### src/rtl/reg_dump_reader.sv
// Walks the integer register file through a spare combinational read port.
// Each register value is emitted on a valid/ready stream together with its index.
module reg_dump_reader #(
  parameter int unsigned NUM_REGS = 32,
  parameter int unsigned ADDR_W   = 5,
  parameter int unsigned DATA_W   = 32,
  parameter int unsigned SKIP_X0  = 0
) (
  input  logic              clk,
  input  logic              rst_n,
  input  logic              start,
  input  logic              abort,
  output logic [ADDR_W-1:0] rf_addr,
  input  logic [DATA_W-1:0] rf_data,
  output logic              out_valid,
  input  logic              out_ready,
  output logic [DATA_W-1:0] out_data,
  output logic [ADDR_W-1:0] out_index,
  output logic              out_last,
  output logic              busy,
  output logic              done
);

  typedef enum logic [1:0] {IDLE, FETCH, SEND, DONE} state_t;

  localparam logic [ADDR_W-1:0] LAST_IDX  = ADDR_W'(NUM_REGS - 1);
  localparam logic [ADDR_W-1:0] FIRST_IDX = (SKIP_X0 != 0) ? ADDR_W'(1) : '0;

  state_t            state;
  logic [ADDR_W-1:0] idx;

  // idx only moves on start or after a non-final handshake, so in IDLE the
  // read address keeps the last index walked.
  assign rf_addr = idx;

  always_ff @(posedge clk or negedge rst_n) begin
    if (!rst_n) begin
      state     <= IDLE;
      idx       <= '0;
      out_data  <= '0;
      out_index <= '0;
      out_valid <= 1'b0;
      out_last  <= 1'b0;
      busy      <= 1'b0;
      done      <= 1'b0;
    end else if (abort) begin
      // Cancel overrides the hold-until-ready rule; captured data is kept.
      state     <= IDLE;
      out_valid <= 1'b0;
      out_last  <= 1'b0;
      busy      <= 1'b0;
      done      <= 1'b0;
    end else begin
      case (state)
        IDLE: begin
          done <= 1'b0;
          if (start) begin
            idx   <= FIRST_IDX;
            busy  <= 1'b1;
            state <= FETCH;
          end
        end
        FETCH: begin
          out_data  <= rf_data;
          out_index <= idx;
          out_last  <= (idx == LAST_IDX);
          out_valid <= 1'b1;
          state     <= SEND;
        end
        SEND: begin
          if (out_ready) begin
            out_valid <= 1'b0;
            out_last  <= 1'b0;
            // Terminal compare precedes the increment, so idx never wraps.
            if (idx == LAST_IDX) begin
              done  <= 1'b1;
              state <= DONE;
            end else begin
              idx   <= idx + 1'b1;
              state <= FETCH;
            end
          end
        end
        DONE: begin
          done  <= 1'b0;
          busy  <= 1'b0;
          state <= IDLE;
        end
        default: state <= IDLE;
      endcase
    end
  end

endmodule

### config.mk
export PLATFORM = sky130hd
export DESIGN_NAME = reg_dump_reader
export DESIGN_NICKNAME = d
export VERILOG_FILES = /design/src/rtl/reg_dump_reader.sv
export SDC_FILE = /design/constraint.sdc
export NUM_CORES = 1
export LEC_CHECK = 0
export BUFFER_PORTS_ARGS = -buffer_cell sky130_fd_sc_hd__buf_2
export CORE_MARGIN = 2
export CORE_UTILIZATION = 51
export DETAILED_ROUTE_END_ITERATION = 16
export GPL_TIMING_DRIVEN = 0
export PLACE_DENSITY = 0.91
export SETUP_SLACK_MARGIN = 0.1
export SLEW_MARGIN = 20
export SYNTH_ARGS = -nofsm -noshare
export SYNTH_HDL_FRONTEND = slang
export SYNTH_SLANG_ARGS = --single-unit
### constraint.sdc
create_clock -name clk -period 5.1 [get_ports clk]
set_clock_uncertainty 0.15 [all_clocks]
set_input_delay 0.255 -clock clk [delete_from_list [all_inputs] [get_ports clk]]
set_output_delay 0.255 -clock clk [all_outputs]
set_load 0.02 [all_outputs]
==> qor.csv <==
metric,value,unit
drc,0,
fin_setup_tns,0,ns
drive_gt1_share,55.6,%
cts_tree,yes,
synth_top_area_share,59.7,%
hpwlAfterDp,2.99,mm
numCtsBuffers,5,
synthToLayoutAreaGrowth,28.8,%
p_leak,1.32,nW
critPathMaxFanout,6,
drv_slew,0,
synth_area,2010,sq um
yosys-top-cells-area,"dfrtp_1 (60%), mux2_2 (19%), ha_1 (3.7%), mux2_1 (2.8%), a21oi_1 (1.2%)",
die_area,4470,sq um
drtIter0Drc,80,
clk_pin_slew,0.08,ns
start_util,54.2,%
rsz0062_at_grt,false,
critPathCaptureType,register,
clock-root-buffer,clkbuf_8,
synth-seq-cells,48,
drtAntennaViolNets,0,
grt_pass1_wl,5.97,mm
max_freq,436,MHz
yosysTopAreaCell,dfrtp_1,
fp.dieW,66.8,um
p_sw,423,uW
muxShareOfSynthArea,21.8,%
synth_cells,141,
period_needed,2.29,ns
std_cell_rows,22,
synth_compound_area_share,6.15,%
antenna_found_initial,0,
path_class,reg -> reg,
io-pin-count,83,
fill_cells,259,
cts_num_sinks,48,
p_comb_share,35.8,%
clk_latency,0.29,ns
dr.pass1.iters,4,
synth_common_cells,"dfrtp_1 (48), mux2_2 (34), ha_1 (6)",
synth-adder-area-share,3.73,%
status,finished clean,
dr_total_vias,1441,
ys_types,33,
grt_usage,18.1,%
max_slew_margin,61.8,%
core-area,3720,sq um
wl,3.83,mm
cts_htree_levels,2,
maxCapViolCount,0,
p_int,782,uW
yosysWarnings,0,
synth_simple_gate_area_share,5.59,%
final_util,69.8,%
hold_violations,0,
grt_max_degree,49,
synthArstFlopShare,100,%
worst_pin_slew,0.574,ns
yosysSeqAreaShare,59.7,%
synth_nets,184,
required,5.13,ns
max-vdd-ir-drop,0.185,mV
overflow,0,
clock_power_share,19.2,%
avgSynthCellArea,14.3,sq um
fin_crit_sh,45.0,%
avgRoutedWirePerCell,13.7,um
synth_xor_area_share,0,%
worst_ep_arrival_time,2.32,ns
synth_edf_count,0,
startpoint_type,register,
grt_pass1_vias,1335,
die_h,66.8,um
seq_power_share,45.1,%
timing.hold.ws,0.0272,ns
ys.flop_type,dfrtp_1,
yosys.cell_count.top_type,dfrtp_1,
synth_top_family_by_area,multiplexers,
final_nets,274,
setup-violations-final,0,
hp-class,in -> reg,
routabilityCongestion,0.786,
cts_setup_buffers,0,
n_antenna_cell,0,
p_sw_share,35.1,%
p_per_area,465,nW/um^2
via_per_inst,5.15,
port_buffers,82,
cts_buffer_depth,2,
[area by class of cell]
cell class / count / area (sq um) / share of cell area (%)
plain buffers: 6 / 42.5 / 1.64
clock buffers: 6 / 82.6 / 3.19
clock inverters: 2 / 13.8 / 0.531
inverters: 5 / 18.8 / 0.724
multi-input cells: 82 / 751 / 29.0
flip-flops and latches: 48 / 1200 / 46.3
well taps: 48 / 60.1 / 2.32
repair buffers: 83 / 423 / 16.3
[logic make-up (layout without fill, tap and decap cells)]
| group | count (synthesis) | in the layout |
|---|---|---|
| adder cells (fa/ha/maj) | 6 | 6 |
| AND/OR/NAND/NOR | 18 | 18 |
| multiplexers | 39 | 39 |
| buffers and inverters | 11 | 102 |
| AO/OA/AOI/OAI | 19 | 19 |
| flip-flops | 48 | 48 |
[worst max-delay path, cell delays in order, from the launching register on]
cell and delay, ns:
dfrtp_1 0.44, ha_1 0.25, and3_1 0.18, ha_1 0.22
nand3b_1 0.23, a211o_1 0.35, a221o_1 0.36
[layout by cell type (no fill, tap or decap), types with 2 or more instances in the layout]
cell type,instances
buf_4,4
buf_2,82
and3_1,2
a21oi_1,5
mux2_2,34
dfrtp_1,48
clkbuf_8,6
a22o_1,2
nand2b_1,2
mux2_1,5
inv_1,5
nor2b_1,3
ha_1,6
o21ai_0,5
[state kept, by name, summed over array words and instances, names as in the netlist]
signal / cells
out_index: 5
out_valid: 1
out_last: 1
done: 1
state: 2
out_data: 32
rf_addr: 5
busy: 1
[routing by layer]
metal  track usage (%)  share of wire [%]  up-vias
met5                 0                  0        -
met4              6.12                1.3        0
met3              4.90                7.5        7
met2              31.1                 49       62
met1              21.8                 42      686
li1                  -                  -      686
[repair_timing]
action | in CTS | in global routing
hold endpoints to repair | 0 | 48
resized for setup | 0 | 0
hold buffers | 0 | 1
[through the flow]
step	total power, mW	area, sq um	setup slack (ns)	instances
final	1.21	2590	2.81	280
after CTS	1.22	2580	2.81	279
after global routing	1.28	2590	2.71	280
after detailed placement	0.990	2480	2.83	271
after global placement	0.969	2480	2.83	271
after floorplan	0.821	2010	2.87	141
[final timing paths]
check                                                 to  slack (ns)                     start  cells past startpoint
worst max-delay path              rf_addr[3]$_DFFE_PN0P_        2.81    rf_addr[0]$_DFFE_PN0P_                      6
max in group asynchronous       out_data[30]$_DFFE_PN0P_        4.05                     rst_n                      2
worst min-delay path             out_data[4]$_DFFE_PN0P_        0.03                rf_data[4]                      2
worst max register to register    rf_addr[3]$_DFFE_PN0P_        2.81    rf_addr[0]$_DFFE_PN0P_                      6
min in group asynchronous               done$_DFFE_PN0P_        0.37                     rst_n                      2
worst min register to register  out_data[14]$_DFFE_PN0P_        0.34  out_data[14]$_DFFE_PN0P_                      1
[power groups by stage]
| stage | Combinational, mW | Clock [mW] | Sequential, mW |
|---|---|---|---|
| after floorplan | 0.132 | 0 | 0.689 |
| after global placement | 0.427 | 0 | 0.542 |
| after detailed placement | 0.437 | 0 | 0.553 |
| after CTS | 0.438 | 0.237 | 0.545 |
| after global routing | 0.466 | 0.256 | 0.559 |
| final | 0.431 | 0.231 | 0.543 |
No activity file was read; power rests on OpenSTA's default activity.
